$ cat config.mk
export PLATFORM = sky130hd
export DESIGN_NAME = alu_issue_ctrl
export DESIGN_NICKNAME = d
export VERILOG_FILES = /design/src/rtl/alu_issue_ctrl.sv
export SDC_FILE = /design/constraint.sdc
export NUM_CORES = 1
export LEC_CHECK = 0
export CAP_MARGIN = 10
export CORE_ASPECT_RATIO = 1.2
export CORE_UTILIZATION = 46
export DETAILED_ROUTE_END_ITERATION = 7
export GPL_TIMING_DRIVEN = 1
export PLACE_DENSITY = 0.87
export SLEW_MARGIN = 20
export SYNTH_ARGS = -nofsm -noshare
export SYNTH_HDL_FRONTEND = slang
export SYNTH_SLANG_ARGS = --single-unit
$ cat constraint.sdc
create_clock -name clk -period 5.38 [get_ports clk]
set_clock_uncertainty 0.2 [all_clocks]
set_input_delay 0.807 -clock clk [delete_from_list [all_inputs] [get_ports clk]]
set_output_delay 0.807 -clock clk [all_outputs]
set_load 0.005 [all_outputs]
$ cat src/rtl/alu_issue_ctrl.sv
// -----------------------------------------------------------------------------
// alu_issue_ctrl
//
// Initiator side of the add/sub execution handshake in the 8-bit datapath.
// Takes one arithmetic micro-op at a time from decode, drives the add/sub
// unit, waits for a fresh rising edge of its done strobe, and returns the
// captured result to writeback over a valid/ready response channel.
//
// Ports
//   clk, rst_n              clock, asynchronous active-low reset
//   in_valid/in_ready       micro-op handshake from decode
//   in_op, in_a, in_b       opcode and 8-bit operands
//   alu_ctrl, alu_a, alu_b  control code and operands to the add/sub unit
//   alu_done                result strobe from the ALU (may stay high)
//   alu_sum, alu_cout       ALU result and carry out
//   out_valid/out_ready     response handshake to writeback
//   out_result, out_carry   captured result and carry (sub: 1 = no borrow)
//   out_zero, out_err       result-is-zero, illegal opcode or timeout
//   busy                    an op is in flight or its response is pending
//
// Parameters
//   TIMEOUT    WAIT cycles allowed without a done rise before aborting
//   IDLE_CODE  control code driven to the ALU when no op is in flight
// -----------------------------------------------------------------------------
module alu_issue_ctrl #(
  parameter int unsigned TIMEOUT   = 16,
  parameter logic [3:0]  IDLE_CODE = 4'b0000
) (
  input  logic       clk,
  input  logic       rst_n,
  input  logic       in_valid,
  output logic       in_ready,
  input  logic [3:0] in_op,
  input  logic [7:0] in_a,
  input  logic [7:0] in_b,
  output logic [3:0] alu_ctrl,
  output logic [7:0] alu_a,
  output logic [7:0] alu_b,
  input  logic       alu_done,
  input  logic [7:0] alu_sum,
  input  logic       alu_cout,
  output logic       out_valid,
  input  logic       out_ready,
  output logic [7:0] out_result,
  output logic       out_carry,
  output logic       out_zero,
  output logic       out_err,
  output logic       busy
);

  typedef enum logic [1:0] {
    S_IDLE = 2'd0,
    S_WAIT = 2'd1,
    S_RESP = 2'd2
  } state_t;

  // Wide enough to hold the value TIMEOUT itself.
  localparam int unsigned CNT_W = $clog2(TIMEOUT + 1);

  // Opcode decode: three add codes and three subtract codes; the ALU decodes
  // add versus subtract itself, so only legality matters here.
  function automatic logic is_legal(input logic [3:0] op);
    case (op)
      4'b0010, 4'b0101, 4'b0111,
      4'b0011, 4'b0110, 4'b1001: is_legal = 1'b1;
      default:                   is_legal = 1'b0;
    endcase
  endfunction

  state_t           r_state;
  logic [CNT_W-1:0] r_cnt;
  logic             r_done_q;
  logic [3:0]       r_alu_ctrl;
  logic [7:0]       r_alu_a;
  logic [7:0]       r_alu_b;
  logic             r_out_valid;
  logic [7:0]       r_out_result;
  logic             r_out_carry;
  logic             r_out_zero;
  logic             r_out_err;

  logic             w_accept;
  logic             w_rise;
  logic [CNT_W-1:0] w_cnt_next;
  logic             w_timeout;

  assign w_accept   = in_valid && (r_state == S_IDLE);
  // Only a fresh 0->1 transition counts, so a done level left high by the
  // previous op cannot complete the next one.
  assign w_rise     = alu_done & ~r_done_q;
  assign w_cnt_next = r_cnt + CNT_W'(1);
  assign w_timeout  = (w_cnt_next == CNT_W'(TIMEOUT));

  // NOTE: all state below uses non-blocking assignments so every register
  // samples the pre-edge values of the others, independent of statement order.
  always_ff @(posedge clk or negedge rst_n) begin
    if (!rst_n) begin
      r_state      <= S_IDLE;
      r_cnt        <= '0;
      r_done_q     <= 1'b0;
      r_alu_ctrl   <= IDLE_CODE;
      r_alu_a      <= 8'h00;
      r_alu_b      <= 8'h00;
      r_out_valid  <= 1'b0;
      r_out_result <= 8'h00;
      r_out_carry  <= 1'b0;
      r_out_zero   <= 1'b0;
      r_out_err    <= 1'b0;
    end else begin
      // Edge detector history runs in every state.
      r_done_q <= alu_done;

      case (r_state)
        S_IDLE: begin
          if (w_accept) begin
            if (is_legal(in_op)) begin
              r_alu_ctrl <= in_op;
              r_alu_a    <= in_a;
              r_alu_b    <= in_b;
              r_cnt      <= '0;
              r_state    <= S_WAIT;
            end else begin
              // Illegal opcode: answer with an error without touching the ALU.
              r_out_result <= 8'h00;
              r_out_carry  <= 1'b0;
              r_out_zero   <= 1'b0;
              r_out_err    <= 1'b1;
              r_out_valid  <= 1'b1;
              r_state      <= S_RESP;
            end
          end
        end

        S_WAIT: begin
          r_cnt <= w_cnt_next;
          // A rise takes priority over a timeout landing in the same cycle.
          if (w_rise) begin
            r_out_result <= alu_sum;
            r_out_carry  <= alu_cout;
            r_out_zero   <= (alu_sum == 8'h00);
            r_out_err    <= 1'b0;
            r_out_valid  <= 1'b1;
            r_alu_ctrl   <= IDLE_CODE;
            r_state      <= S_RESP;
          end else if (w_timeout) begin
            r_out_result <= 8'h00;
            r_out_carry  <= 1'b0;
            r_out_zero   <= 1'b0;
            r_out_err    <= 1'b1;
            r_out_valid  <= 1'b1;
            r_alu_ctrl   <= IDLE_CODE;
            r_state      <= S_RESP;
          end
        end

        S_RESP: begin
          // Response fields hold until writeback takes them.
          if (out_ready) begin
            r_out_valid <= 1'b0;
            r_state     <= S_IDLE;
          end
        end

        default: begin
          r_alu_ctrl  <= IDLE_CODE;
          r_out_valid <= 1'b0;
          r_state     <= S_IDLE;
        end
      endcase
    end
  end

  // Handshake status decodes the state directly.
  assign in_ready   = (r_state == S_IDLE);
  assign busy       = (r_state != S_IDLE);

  assign alu_ctrl   = r_alu_ctrl;
  assign alu_a      = r_alu_a;
  assign alu_b      = r_alu_b;
  assign out_valid  = r_out_valid;
  assign out_result = r_out_result;
  assign out_carry  = r_out_carry;
  assign out_zero   = r_out_zero;
  assign out_err    = r_out_err;

endmodule
==> flow_results.org, run 1 <==
** Run status
- Status :: finished, final reports clean

** Worst setup path
- Critical Path Source Type :: input port
- Path type of the worst setup path :: in2reg
- Endpoint class of the critical path :: register
- The number of cells on the worst reg-to-reg path is 5.
- Worst r2r dst :: out_carry
- Maximum fanout along the worst path :: 12
- Setup slack of the worst register-to-register path :: 2.43 ns
- In this run the critical register-to-register path is launched from r_state[0].
- For the worst setup path, the data required time is 5.36 ns.
- At the worst endpoint, the arrival time is 3.16 ns.

** Synth
- Number of warnings reported in the yosys synthesis log :: 0
- The number of nets in the synthesized netlist is 181.
- The share of the Yosys chip area taken by registers is 56.1%.
- Yosys top cell area share :: 56.1%
- Post-synthesis register bit count :: 40
- Synth area leader :: dfrtp_1
- Share of flip-flops with an asynchronous set or reset after synthesis :: 100%
- Area of the mapped netlist :: 1780 sq um
- Count of cell types in the netlist :: 31
- Post-synth EDFFs :: 0
- Flip-flop cell with the highest count after synthesis :: dfrtp_1
- Mean Syn Cell Area :: 12.2 sq um
- Synthesis produced 146 cells.
- Cell types with the largest area share after synthesis :: dfrtp_1, mux2_4, a22o_1

** STA
- Final Worst Setup Slack :: 2.20 ns
- The smallest clock period supported by the final layout is computed as 3.18 ns.
- The count of final hold-check violations is 0.
- Final-report setup violation count :: 0
- Slew headroom :: 27.9%
- For the pin with the worst max-slew slack, the measured transition is 1.07 ns.
- Fin Setup TNS :: 0 ns
- Final critical-path share of the clock period :: 59.1%
- Max-slew violation count :: 0
- Setup repair after global routing left no endpoint under its margin.
- Fmax :: 0.315 GHz

** Place
- Placement Setup Slack :: 1.97 ns
- Post-placement cell count :: 257
- Summed over all nets, the half-perimeter wirelength after detailed placement is 2880 um.
- At the end of routability-driven placement, the weighted congestion stood at 0.775.
- In this run the tool buffered the top-level ports with 67 buffer cells.

** Worst hold path
- The path with the worst hold slack has its endpoint at out_zero.
- In this run the most critical hold path is launched from out_zero.
- The worst hold path belongs to the class reg2reg.
- Counting instances, the worst hold path has a depth of 1.

** Run
- Max-capacitance violation count :: 0

** Clock tree
- The later pin in the worst-skew pair is clocked with a latency of 0.29 ns.
- Clock slew at the register clock pins of the worst setup and hold paths :: 0.07 ns
- The tree is rooted in a clkbuf_8.
- Maximum clock insertion buffer count :: 2
- TritonCTS clock tree :: done
- For this design, the sink count on the clock tree is 40.
- Buffers inserted during clock tree synthesis total 5.
- Post-CTS resize count :: 0
- H-tree depth :: 2
- Buffers inserted to repair hold after CTS numbered 0.
- The number of setup buffers added after CTS is 0.

** Routing
- Summed over all layers, the routed wires come to 4060 um.
- 1st-pass router iterations :: 4
- The detailed router finished its first iteration with 69 violations.
- Total vias in the final route :: 1,437
- For this run, design rule violations remaining after detail routing come to 0.
- In the final routed layout, each cell accounts on average for 15.3 um.
- Number of vias per cell after detailed routing :: 5.42
- In this run the remaining antenna-violating nets after routing total 0.

** Finish
- Filler Cells Inserted :: 280
- The post-route netlist has 13.6% of its cells at a drive strength greater than 1.
- Relative to the synthesized area, the layout overhead comes to 45.3%.
- The finished layout holds 265 standard cells, fillers aside.
- Leaving out fill and tap cells, the most frequent cell in the layout is clkdlybuf4s50_1.
- In the layout the commonest cells are clkdlybuf4s50_1, dfrtp_1, mux2_4, a22o_1.
- Count of antenna diodes in the layout :: 0
- Area of the multi-input gates :: 703 sq um
- In the final layout, flip-flops and latches occupy 1000 sq um.
- The final layout contains 247 nets.

** Power and ir drop
- Pwr/cell area :: 513 nW/um^2
- For this design the static power due to leakage is 1.17 nW.
- VDD sags by at most 0.270 mV.

** Global routing
- Entering global routing, the biggest net connects 41 pins.
- The first global-routing pass estimated 6490 um of wire.
- The number of global-route vias before repair was 1,400.
- GRT Overall Usage :: 21.2%
- GR Overflow Total :: 0
- The initial antenna violation count came to 0.

** Floorplanning
- During I/O placement, the number of pins put on the boundary was 68.
- Die width :: 58.8 um
- Die height :: 70.2 um
- In this run the standard cell core region covers 3660 sq um.
- After floorplanning, the core was divided into 24 placement rows.
- Once the floorplan was initialized, standard cells occupied 48.7% of the core.
- DIE AREA :: 4130 sq um
==> power by group <==
group	internal, mW	switching [mW]
clock	0.164	0.101
sequential	0.424	0.0979
combinational	0.350	0.195
total	0.937	0.393
==> final cells by class <==
| cell class | instances | area share, % |
|---|---|---|
| tap | 52 | 2.51 |
| timing repair buffer | 67 | 25.7 |
| clock buffer | 7 | 3.72 |
| clock inverter | 1 | 1.16 |
| multi-input combinational | 90 | 27.1 |
| inverter | 8 | 1.16 |
| sequential | 40 | 38.6 |
==> registers in the layout, indices dropped and copies added, names as in the netlist <==
register,flops
alu_a,8
r_done_q,1
out_result,8
out_err,1
out_zero,1
alu_ctrl,4
alu_b,8
r_state,2
out_valid,1
out_carry,1
r_cnt,5
==> worst max-delay path, stage by stage <==
cell and delay (ns):
clkdlybuf4s50_1 0.51, o211ai_1 0.14, o21ai_0 0.85, nand2_1 0.51, a22o_1 0.33
==> through the flow <==
step                      util (%)  hold slack, ns  area [sq um]  power (mW)
after global placement        67.3           0.265          2460        1.05
after CTS                     70.7           0.305          2590        1.34
after detailed placement      67.3           0.287          2460        1.07
after global routing          70.7           0.316          2590        1.41
final                         70.7           0.301          2590        1.33
after floorplan                  -           0.268          1780       0.779
==> layer usage <==
| metal | global-route usage [%] | vias up | part of all wire [%] | wire length (um) |
|---|---|---|---|---|
| met5 | 0 | - | 0 | 0 |
| met2 | 35.2 | 71 | 51 | 2080 |
| met4 | 8.99 | 0 | 1.8 | 75 |
| met3 | 7.04 | 8 | 7.0 | 285 |
| met1 | 24.5 | 704 | 40 | 1610 |
| li1 | - | 654 | - | - |
==> synth_stat cells (2+ instances only) <==
library cell,count
a221oi_2,2
mux2_2,2
inv_1,8
a22o_1,9
o211ai_1,3
a21oi_1,4
nor4_1,2
nand2_1,7
nand2b_1,2
buf_6,2
nand3_1,6
dfrtp_1,40
buf_2,3
xor2_1,2
clkbuf_1,3
mux2_4,14
a31oi_1,4
o21ai_0,6
o22ai_1,5
nor2_1,8
nor2b_1,4
==> worst max path at each step <==
| stage | start | to | slack [ns] | depth (start not counted) |
|---|---|---|---|---|
| 3_3_place_gp | in_valid | out_carry | 2.11 | 5 |
| 6_report | in_valid | out_carry | 2.20 | 5 |
| 3_5_place_dp | in_valid | out_carry | 1.97 | 5 |
| 4_1_cts | in_valid | out_result[4] | 2.22 | 5 |
| 2_1_floorplan | in_op[1] | alu_a[0] | 2.99 | 5 |
| 5_1_grt | in_valid | out_result[4] | 2.01 | 5 |
==> cells by family (layout without fill, tap and decap cells) <==
family,Yosys count,count (layout),share of synthesized area [%]
XOR/XNOR,2,2,0.983
flip-flops,40,40,56.1
AO/OA/AOI/OAI,35,35,14.2
adder cells (fa/ha/maj),1,1,0.702
buffers and inverters,16,83,4.42
AND/OR/NAND/NOR,36,36,10.5
multiplexers,16,16,13.1
Note: power is estimated with default switching activity, not from simulation.
==> inputs of run 2 (changes only) <==
- CORE_UTILIZATION: 46 -> 43
- PLACE_DENSITY: 0.87 -> 0.83
- clock period: 5.38 -> 3.05 ns (I/O delays scaled with it)
==> flow_results.org, run 2 (synthesized netlist as in run 1, its figures left out) <==
** Routing
- 1st-pass router iterations :: 4 (unchanged)
- The number of design-rule violations left by the first detailed-router iteration is 79 (+14%).
- Number of vias per cell after detailed routing :: 5.16 (-4.8%)
- Post-detailed-route count of antenna-violating nets :: 0 (unchanged)
- Wirelength, routed :: 3570 um (-12%)
- The detailed-route DRC error count was 0 (unchanged).
- The detailed-route wire length per cell was 13.3 um (-13%).
- The number of vias in the routed layout came to 1,388 (-3.4%).

** Worst setup path
- Traced cell by cell, the critical path runs through or2_2 -> o211ai_1 -> o21ai_1 -> nand2_1 -> a22o_1.
- STA classifies the critical path startpoint as a register.
- The stage delay of the slowest cell on the critical path is 0.58 ns (-0.27 ns).
- Data arrival time of the critical path :: 2.47 ns (-0.69 ns)
- CP max-delay cell :: o21ai_1
- STA classifies the critical path endpoint as a register.
- Setup slack of the worst register-to-register path :: 0.56 ns (-1.87 ns)
- The maximum fanout encountered on the critical timing path is 12 (unchanged).
- The worst setup path is of the reg2reg kind.
- Required time reported for the critical path endpoint :: 3.03 ns (-2.33 ns)

** Run status
- Status :: finished, final reports clean

** Global routing
- Pin count of the biggest net entering global routing :: 41 (unchanged)
- Met2 track utilization from global routing :: 28.8% (-6.4 points)
- GR Overflow Total :: 0 (unchanged)
- The total global routing track utilization is 17.2% (-4.0 points).
- The met1 track demand over resource in global routing is 21.3% (-3.2 points).
- Antenna violations before repair :: 0 (unchanged)
- The global routing stage identified its most utilized layer as met2.
- Wire length of the first global-routing pass :: 5650 um (-13%)
- Global routing met3 resource utilization :: 4.81% (-2.2 points)
- The number of global-route vias before repair was 1,279 (-8.6%).

** Clock tree
- Quantity of hold-fixing buffers added after cts :: 0 (unchanged)
- The H-tree depth came to 2 (unchanged).
- Maximum clock insertion buffer count :: 2 (unchanged)
- TritonCTS built the clock tree.
- The number of buffers added by the clock tree synthesis step was 5 (unchanged).
- The number of clock sinks is 40 (unchanged).
- The number of buffers inserted by post-CTS setup repair came to 0 (unchanged).
- The clock-pin slew on the worst setup and hold paths was 0.08 ns (about the same).
- The tree is rooted in a clkbuf_8.
- The clock latency reported for the late side of the worst-skew pair was 0.29 ns (about the same).
- The post-cts resize count was 0 (unchanged).

** Finish
- Relative to the synthesized area, the layout overhead comes to 45.7%.
- Final #Nets :: 249 (+0.81%)
- Fraction of layout cells with a size suffix above 1 :: 14.4% (+0.80 points)
- The diode insertion count for antenna repair was 0 (unchanged).
- The library cells used most frequently in the layout, excluding fill and tap cells, are clkdlybuf4s50_1, dfrtp_1, mux2_4, a22o_1.
- End-of-flow core utilization :: 65.9% (-4.8 points)
- The count of non-filler cells in the finished layout came to 269 (+1.5%).
- Most common cell after layout, fill and taps aside :: clkdlybuf4s50_1

** Floorplanning
- The row count is 25 (+4.2%).
- The floorplan die area was 4410 sq um (+6.7%).
- The number of ports placed on the die boundary was 68 (unchanged).
- The initial standard-cell utilization of the core came to 45.2% (-3.4 points).
- Area of the core :: 3940 sq um (+7.6%)
- Die width :: 60.8 um (+3.3%)
- Die height :: 72.5 um (+3.3%)

** Place
- Routability cong. :: 0.776 (+0.23%)
- The final HPWL from detailed placement was 2510 um (-13%).
- The number of placed instances with taps included was 261 (+1.6%).
- Port-buffer cells :: 67 (unchanged)
- Placement Setup Slack :: -0.0213 ns (-1.99 ns)

** STA
- Final worst path period need :: 2.49 ns
- Derived from the worst setup path, the maximum achievable clock frequency is 0.402 GHz.
- Setup repair after global routing left no endpoint under its margin.
- Final Worst Setup Slack :: 0.564 ns (-1.64 ns)
- The actual transition at the worst max-transition pin was 0.859 ns (-0.211 ns).
- Total count of hold-check failures in the final report :: 0 (unchanged)
- Slew headroom :: 42.7% (+15 points)
- Dividing the final minimum period by the clock period gives 81.5%.
- Fin Setup TNS :: 0 ns (unchanged)
- Final-report setup violation count :: 0 (unchanged)
- Max-slew violation count :: 0 (unchanged)
- The final hold slack is 0.0718 ns (-0.230 ns).

** Run
- The total of max-cap violations came to 0 (unchanged).

** Worst hold path
- Worst hold path type :: in2async

** Power and ir drop
- The power density over the cells is 885 nW/um^2 (+72%).
- The maximum resistive drop on vdd was 0.518 mV (+92%).
- Leakage power :: 1.17 nW (about the same)
## run 2: stage by stage
stage | power [mW] | cell area, sq um
final | 2.30 | 2600
after global routing | 2.45 | 2600
after CTS | 2.32 | 2600
after detailed placement | 1.87 | 2480
after global placement | 1.85 | 2480
after floorplan | 1.37 | 1780
## run 2: path summary, 6_finish.rpt
| path | to | depth (start not counted) | startpoint |
|---|---|---|---|
| setup / recovery | out_result[5] | 5 | r_state[0] |
| hold / removal | alu_ctrl[2] | 1 | rst_n |
| hold reg to reg | out_valid | 2 | out_valid |
| setup reg to reg | out_result[5] | 5 | r_state[0] |
| max in group asynchronous | alu_a[3] | 1 | rst_n |
| min in group clk | out_valid | 2 | out_valid |
## run 2: cell type report
class / instances / area (sq um)
Fill cell: 327 / 1340
Sequential cell: 40 / 1000
Multi-Input combinational cell: 90 / 703
Timing Repair Buffer: 69 / 681
Clock buffer: 5 / 68.8
Tap cell: 54 / 67.6
Clock inverter: 3 / 46.3
Inverter: 8 / 30.0
## run 2: critical path: cells and delay by family (launching register included)
family	cells	cell delay, ns
AOI/OAI and AO/OA	3	0.98
DFF	1	0.56
and+or+nand+nor	2	0.64
## run 2: report_power, final
group / switching, mW / total (mW) / leakage (nW) / internal (mW)
logic: 0.331 / 0.951 / 0.613 / 0.620
registers: 0.166 / 0.913 / 0.504 / 0.747
clock network: 0.188 / 0.434 / 0.0548 / 0.246
total: 0.686 / 2.30 / 1.17 / 1.61
## run 2: routing by layer
| metal | up-vias | share of wire, % |
|---|---|---|
| li1 | 661 | - |
| met1 | 667 | 43 |
| met2 | 54 | 49 |
| met3 | 6 | 6.5 |
| met4 | 0 | 1.2 |
| met5 | - | 0 |
==> inputs of run 3 (changes only) <==
- clock period: 3.05 -> 2.6 ns (I/O delays scaled with it)
==> flow_results.org, run 3 (synthesized netlist as in run 1, its figures left out) <==
** Run status
- The flow ran to the end, and the final reports show no timing, DRC or antenna violations.

** Global routing
- The number of global-route vias before repair is 1,308 (+2.3%).
- Antenna violations before repair :: 0 (unchanged)
- Wire length of the first global-routing pass :: 5740 um (+1.6%)
- Pin count of the biggest net entering global routing :: 41 (unchanged)
- The total global routing track utilization is 17.6% (+0.42 points).
- The remaining global-route overflow is 0 (unchanged).

** Clock tree
- H-tree depth :: 2 (unchanged)
- The clock-pin slew on the worst setup and hold paths is 0.08 ns (about the same).
- Number of buffers added by the clock tree synthesis step :: 5 (unchanged)
- The number of buffers inserted for hold repair after clock tree synthesis is 0 (unchanged).
- TritonCTS built the clock tree.
- Number of buffers inserted to repair setup after CTS :: 0 (unchanged)
- Clk sink count :: 40 (unchanged)
- Maximum clock insertion buffer count :: 2 (unchanged)
- The root buffer cell chosen for the clock tree is clkbuf_8.
- Post-CTS resize count :: 0 (unchanged)
- Source-to-sink clock delay at the later pin of the worst-skew pair :: 0.29 ns (about the same)

** Worst setup path
- The largest individual stage delay along the critical path comes from the cell dfrtp_1.
- Critical Path Source Type :: register
- Required time reported for the critical path endpoint :: 2.01 ns (-1.02 ns)
- Buffers & Inverters on Critical Path :: 2 (+2)
- Cells along the critical path :: or2_2 -> inv_1 -> clkdlybuf4s50_1
- Stage delay of the slowest cell on the critical path :: 0.53 ns (-0.05 ns)
- Data arrival time of the critical path :: 1.77 ns (-0.70 ns)
- Path type of the worst setup path :: reg2out
- The maximum fanout encountered on the critical timing path came to 12 (unchanged).
- Largest delay share family, worst path :: buffers and inverters
- Setup slack of the worst register-to-register path :: 0.50 ns (-0.06 ns)
- Endpoint class of the critical path :: output pin

** Place
- The final HPWL from detailed placement came to 2540 um (+1.5%).
- The minimum setup slack after placement is 0.0959 ns (+0.117 ns).
- The final weighted congestion in routability-driven placement came to 0.775 (-0.17%).
- The total of buffers placed on input and output ports came to 67 (unchanged).
- Post-placement cell count :: 263 (+0.77%)

** Finish
- The total area of sequential cells was 1000 sq um (unchanged).
- The share of cells above drive strength 1 was 15.2% (+0.79 points).
- The layout filler cell count was 324 (-0.92%).
- The number of nets in the final layout is 251 (+0.80%).
- Area of the multi-input gates :: 703 sq um (unchanged)
- The count of non-filler cells in the finished layout came to 271 (+0.74%).
- The library cell used most frequently in the layout, excluding fill and tap cells, is clkdlybuf4s50_1.
- Area growth, synth to finish :: 47.3%
- The diode insertion count for antenna repair was 0 (unchanged).
- Most frequent cells in the layout :: clkdlybuf4s50_1, dfrtp_1, mux2_4, a22o_1

** Floorplanning
- The row count was 25 (unchanged).
- DIE AREA :: 4410 sq um (unchanged)
- The number of ports placed on the die boundary is 68 (unchanged).
- The initial standard-cell utilization of the core is 45.2% (unchanged).
- Die width :: 60.8 um (unchanged)
- Area of the core :: 3940 sq um (unchanged)
- The die span in y is 72.5 um (unchanged).

** STA
- Unrepaired setup endpoints after global routing :: no
- The count of final hold-check violations came to 0 (unchanged).
- The headroom to the max-slew limit was 41.9% (-0.82 points).
- Final Worst Setup Slack :: 0.235 ns (-0.328 ns)
- Fmax :: 0.423 GHz
- The sum of negative setup slack came to 0 ns (unchanged).
- Dividing the final minimum period by the clock period gives 90.9%.
- Final-report setup violation count :: 0 (unchanged)
- Max-slew violation count :: 0 (unchanged)
- The worst path needs 2.36 ns of the cycle, external delays included.
- Worst Max-Slew Pin Slew :: 0.871 ns (+0.0123 ns)

** Routing
- 1st-pass router iterations :: 4 (unchanged)
- The number of design-rule violations left by the first detailed-router iteration is 65 (-18%).
- Wirelength, routed :: 3560 um (about the same)
- The detailed-route vias per instance was 5.07 (-1.7%).
- Remaining design rule violation count :: 0 (unchanged)
- Average wire per cell in the routed design :: 13.1 um (-0.82%)
- Post-detailed-route count of antenna-violating nets :: 0 (unchanged)
- The number of vias in the routed layout was 1,375 (-0.94%).

** Worst hold path
- Worst hold path type :: in2async

** Power and ir drop
- The sum of internal, switching and leakage power came to 2.72 mW (+18%).
- The maximum resistive drop on vdd was 0.680 mV (+31%).
- The leakage power of the design was 1.19 nW (+1.7%).
- The power density over the cells was 1030 nW/um^2 (+17%).

** Run
- Max-capacitance violation count :: 0 (unchanged)
[run 3: cell types whose count changed in the layout (fill, tap and decap cells not counted), sizes merged]
cell,delta
buf,+2
clkinv,+2
clkinvlp,-1
inv,-1
[run 3: final timing paths]
check / endpoint / startpoint / cells after the start
max: in_ready / r_state[0] / 3
min: alu_ctrl[2] / rst_n / 1
max reg2reg: out_result[3] / r_state[0] / 5
max in group asynchronous: alu_a[6] / rst_n / 1
min in group clk: out_zero / out_zero / 1
min reg2reg: out_zero / out_zero / 1
[run 3: layer usage]
| metal | GRT usage [%] | part of all wire, % | up-vias |
|---|---|---|---|
| met5 | 0 | 0 | - |
| met4 | 7.32 | 1.2 | 0 |
| met3 | 4.81 | 6.5 | 7 |
| met2 | 28.7 | 48 | 55 |
| met1 | 21.8 | 44 | 653 |
| li1 | - | - | 660 |
[run 3: layout make-up]
cell class / instances / area share [%]
clock buffer: 5 / 2.62
clock inverter: 3 / 1.81
inverter: 8 / 1.14
multi-input combinational: 90 / 26.8
sequential: 40 / 38.1
tap: 54 / 2.57
timing repair buffer: 71 / 27.0
[run 3: worst register-to-register path: stages (launching register included)]
cell and delay (ns):
dfrtp_1 0.59, or2_2 0.22, o211ai_1 0.09, o21ai_0 0.30
nand2_1 0.32, a22o_1 0.28
[run 3: through the flow]
stage / cell area, sq um / hold WS (ns) / util [%]
after global routing: 2630 / 0.0820 / 66.6
after CTS: 2630 / 0.0359 / 66.6
final: 2630 / 0.00624 / 66.6
after detailed placement: 2510 / 0.273 / 63.7
after global placement: 2510 / 0.257 / 63.7
after floorplan: 1780 / -0.106 / -
[run 3: where the power goes]
group | internal [mW] | leakage, nW | switching [mW]
Clock | 0.289 | 0.0583 | 0.222
Sequential | 0.876 | 0.504 | 0.200
Combinational | 0.743 | 0.629 | 0.386
==> RTL change 1 (settings of run 2) <==
Put one more register stage on the output `out_err`, with the module's reset. The value now appears one clock later. The other outputs are not delayed to match.
--- a/src/rtl/alu_issue_ctrl.sv
+++ b/src/rtl/alu_issue_ctrl.sv
@@ -182,5 +182,11 @@
   assign out_carry  = r_out_carry;
   assign out_zero   = r_out_zero;
-  assign out_err    = r_out_err;
+  always_ff @(posedge clk or negedge rst_n) begin
+    if (!rst_n) begin
+      out_err <= '0;
+    end else begin
+      out_err <= r_out_err;
+    end
+  end
 
 endmodule
Function: changed (Yosys sat finds a counterexample within 4 cycles, from zero or initial values and one cycle with rst_n low).
==> RTL change 1 against run 2 <==
Area after synthesis fell by 1.8%; first-iteration DRC count decreased by 57%; routed wire length grew 19%; global-route usage is 3.8 points higher; register-to-register slack better by 0.41 ns; setup slack better by 0.10 ns; count of clock-buffer cells in the layout grew 2; design area is 0.96% lower; via count decreased by 5.1%; maximum frequency is 4.4% higher; total power decreased by 3.7%; largest power group is now registers; critical path depth fell by 2; sequential cell count increased by 1.
==> RTL change 1: results (changes against run 2) <==
CTS Buffer Depth: 2 (unchanged)
initial antenna violation count: 0 (unchanged)
non-clock inverter total of the final layout: 3 (was 8)
count of non-CTS buffers in the layout: 68 (was 69)
vias: 1317 (was 1388)
Slowest cell on crit path: dfrtp_1 (was o21ai_1)
FF-to-FF path depth: 6 (was 5)
mux cell area share after synthesis: 0.137 (was 0.131)
internal power: 1.60 mW (was 1.61 mW)
routability cong.: 0.733 (was 0.776)
Synth cell types: 31 (unchanged)
share of cells above drive strength 1: 0.155 (was 0.144)
Sequential Area: 1030 um2 (was 1000 um2)
clock-net power: 451 uW (was 434 uW)
P per Cell Area: 860 nW/um2 (was 885 nW/um2)
Nets: 234 (was 249)
area share of xor/xnor cells in the synthesized design: 0 (was 0.00982)
CLK BUF: 7 (was 5)
routed len/inst: 16.7 um (was 13.3 um)
Synth area leaders: dfrtp_1, mux2_4, a22o_1 (unchanged)
worst path arrival time: 1.72 ns (was 2.47 ns)
r2r startpoint: r_state[1] (was r_state[0])
delay-heaviest family, CP: buffers and inverters (was compound AO/OA/AOI/OAI gates)
Worst R2R Setup Slack: 0.97 ns (was 0.56 ns)
Clock-cell share: 0.0452 (was 0.0443)
largest net degree at the start of global routing: 42 (was 41)
buffering overhead: 0.262 (about the same)
initial DRC count: 34 (was 79)
HP Class: in2async (unchanged)
proportion of cell area occupied by multi-input gates: 0.264 (was 0.271)
post-synthesis compound-gate area fraction: 0.139 (was 0.142)
Pleak: 1.15 nW (was 1.17 nW)
adder and majority gate portion of the synthesized area: 0.00715 (was 0.00702)
portion of the post-synthesis area used by sequential elements: 0.586 (was 0.561)
HPWL Detailed: 3.21 mm (was 2.51 mm)
TritonRoute pass-1 iters: 4 (unchanged)
Rel. slew slack: 0.410 (was 0.427)
fillers: 297 (was 327)
Critical path destination: busy (was out_result[5])
cells after synthesis: 128 (was 146)
worst stage delay on the critical path: 0.51 ns (was 0.58 ns)
routed vias/inst: 5.19 (was 5.16)
Peak VDD IR: 0.365 mV (was 0.518 mV)
top post-synthesis cells by count: dfrtp_1, a22o_1, mux2_4, mux2_2, nand2_1 (was dfrtp_1, mux2_4, a22o_1, inv_1, nor2_1)
Logic pwr share: 0.386 (was 0.414)
Max FO, Critical Path: 11 (was 12)
first-pass GRT wire length: 6.54 mm (was 5.65 mm)
gr usage total: 0.210 (was 0.172)
GR Overflow Total: 0 (unchanged)
Post-Place Cells: 246 (was 261)
clk sinks: 41 (was 40)
multi-input gates: 80 (was 90)
clock latency on the worst-skew pair: 0.29 ns (about the same)
reg2reg end: r_state[1] (was out_result[5])
outcome: finished clean (unchanged)
Net Count, Synth: 163 (was 181)
[RTL change 1: cell types whose count changed after synthesis, sizes merged, moves of 3 or more]
cell | run 2 | this run
o211ai | 3 | 0
nor3 | 1 | 4
a22o | 9 | 16
clkbuf | 3 | 0
o22ai | 5 | 0
nor2b | 4 | 1
a31oi | 4 | 1
nand3 | 6 | 3
inv | 8 | 3
[RTL change 1: metrics by stage]
stage	cell area, um2	util	setup WS [ns]	hold slack [ns]
final	2570	0.658	0.669	0.0817
after global routing	2570	0.658	0.600	0.149
after CTS	2570	0.658	0.681	0.117
after detailed placement	2460	0.628	0.499	0.177
after global placement	2460	0.628	0.613	0.164
after floorplan	1750	-	1.21	-0.0381
[RTL change 1: per-layer routing]
metal  track usage  share of wire  routed length (um)
met3        0.0553          0.049                 208
met2         0.336           0.50                2140
met5             0              0                   0
met4         0.109          0.032                 134
met1         0.256           0.42                1770
==> RTL change 2 (flow settings as in run 2) <==
Without the edit above. The parameter `TIMEOUT` goes from 16 to 32.
--- a/src/rtl/alu_issue_ctrl.sv
+++ b/src/rtl/alu_issue_ctrl.sv
@@ -24,5 +24,5 @@
 // -----------------------------------------------------------------------------
 module alu_issue_ctrl #(
-  parameter int unsigned TIMEOUT   = 16,
+  parameter int unsigned TIMEOUT   = 32,
   parameter logic [3:0]  IDLE_CODE = 4'b0000
 ) (
Function: same outputs for any inputs over 10 cycles, from zero or initial values and one cycle with rst_n low; that may be too few to reach the edited logic, so the function may still have changed.
==> RTL change 2 against run 2 <==
Sequential cell count rose by 1; non-clock buffer count decreased by 2; final cell count decreased by 3.0%; design area rose by 1.2%; area after synthesis is 2.4% higher; synthesized cell count is 6.8% lower; first-iteration DRC count decreased by 51%; via count is 2.2% lower; total power hardly changed; routed wire length increased by 7.2%; setup slack better by 0.079 ns.
==> RTL change 2: results (changes against run 2) <==
outcome: finished clean (unchanged)
Critical path destination: busy (was out_result[5])
routability cong.: 0.745 (was 0.776)
Pleak: 1.11 nW (was 1.17 nW)
adder and majority gate portion of the synthesized area: 0.00685 (was 0.00702)
P per Cell Area: 874 nW/um2 (was 885 nW/um2)
Flop+latch power: 926 uW (was 913 uW)
Max FO, Critical Path: 11 (was 12)
top post-synthesis cells by count: dfrtp_1, a22o_1, mux2_2, inv_1 (was dfrtp_1, mux2_4, a22o_1, inv_1, nor2_1)
share of cells above drive strength 1: 0.174 (was 0.144)
Synth area leaders: dfrtp_1, mux2_4, mux2_2 (was dfrtp_1, mux2_4, a22o_1)
clock-net power: 444 uW (was 434 uW)
first-pass GRT wire length: 6.39 mm (was 5.65 mm)
Slowest cell on crit path: dfrtp_1 (was o21ai_1)
Rel. slew slack: 0.405 (was 0.427)
internal power: 1.62 mW (was 1.61 mW)
fillers: 337 (was 327)
post-synthesis compound-gate area fraction: 0.154 (was 0.142)
Peak Freq: 416 MHz (was 402 MHz)
Net Count, Synth: 171 (was 181)
Worst R2R Setup Slack: 0.86 ns (was 0.56 ns)
routed vias/inst: 5.20 (was 5.16)
Peak VDD IR: 0.595 mV (was 0.518 mV)
HPWL Detailed: 2.68 mm (was 2.51 mm)
r2r startpoint: r_cnt[0] (was r_state[0])
portion of the post-synthesis area used by sequential elements: 0.562 (was 0.561)
Nets: 241 (was 249)
mux cell area share after synthesis: 0.124 (was 0.131)
==> RTL change 2: cell count changes after synthesis, sizes merged, moves of 3 or more <==
cell	run 2	this run
clkbuf	3	0
a31oi	4	0
o21ai	6	2
o211ai	3	0
a22o	9	12
nor3	1	5
nand3	6	2
==> RTL change 2: cell families after synthesis <==
logic type                 after synthesis
buffers and inverters                   12
muxes                                   18
DFF                                     41
adders and majority gates                1
AOI/OAI and AO/OA                       32
and+or+nand+nor                         32
==> RTL change 2: area by class of cell <==
type                       count  area share
clock buffer                   7      0.0329
sequential                    41       0.390
multi-input combinational     83       0.275
clock inverter                 1      0.0114
timing repair buffer          67       0.253
tap                           54      0.0257
inverter                       8      0.0114
==> RTL change 2: how the worst min path moves through the flow <==
stage	to	cells past startpoint	start
after floorplan	alu_a[0]	0	rst_n
after global placement	out_valid	2	out_valid
after detailed placement	alu_ctrl[1]	1	alu_ctrl[1]
after CTS	out_result[0]	1	rst_n
after global routing	out_result[3]	1	rst_n
final	out_result[0]	1	rst_n
==> RTL change 2: layer usage <==
metal / global-route usage / wire, um / vias to the layer above
li1: - / - / 644
met1: 0.271 / 1730 / 657
met2: 0.275 / 1770 / 53
met3: 0.0775 / 283 / 4
met4: 0.0642 / 40 / 0
met5: 0 / 0 / -
==> RTL change 2: per-stage QoR <==
stage	worst slack (ns)	hold WS [ns]	total power, mW	instances	area (um2)
4_1_cts	0.653	0.108	2.31	261	2630
6_report	0.643	0.0844	2.30	261	2630
3_5_place_dp	0.536	0.274	1.86	253	2510
5_1_grt	0.543	0.155	2.45	261	2630
3_3_place_gp	0.571	0.268	1.84	253	2510
2_1_floorplan	1.17	-0.0381	1.37	136	1830
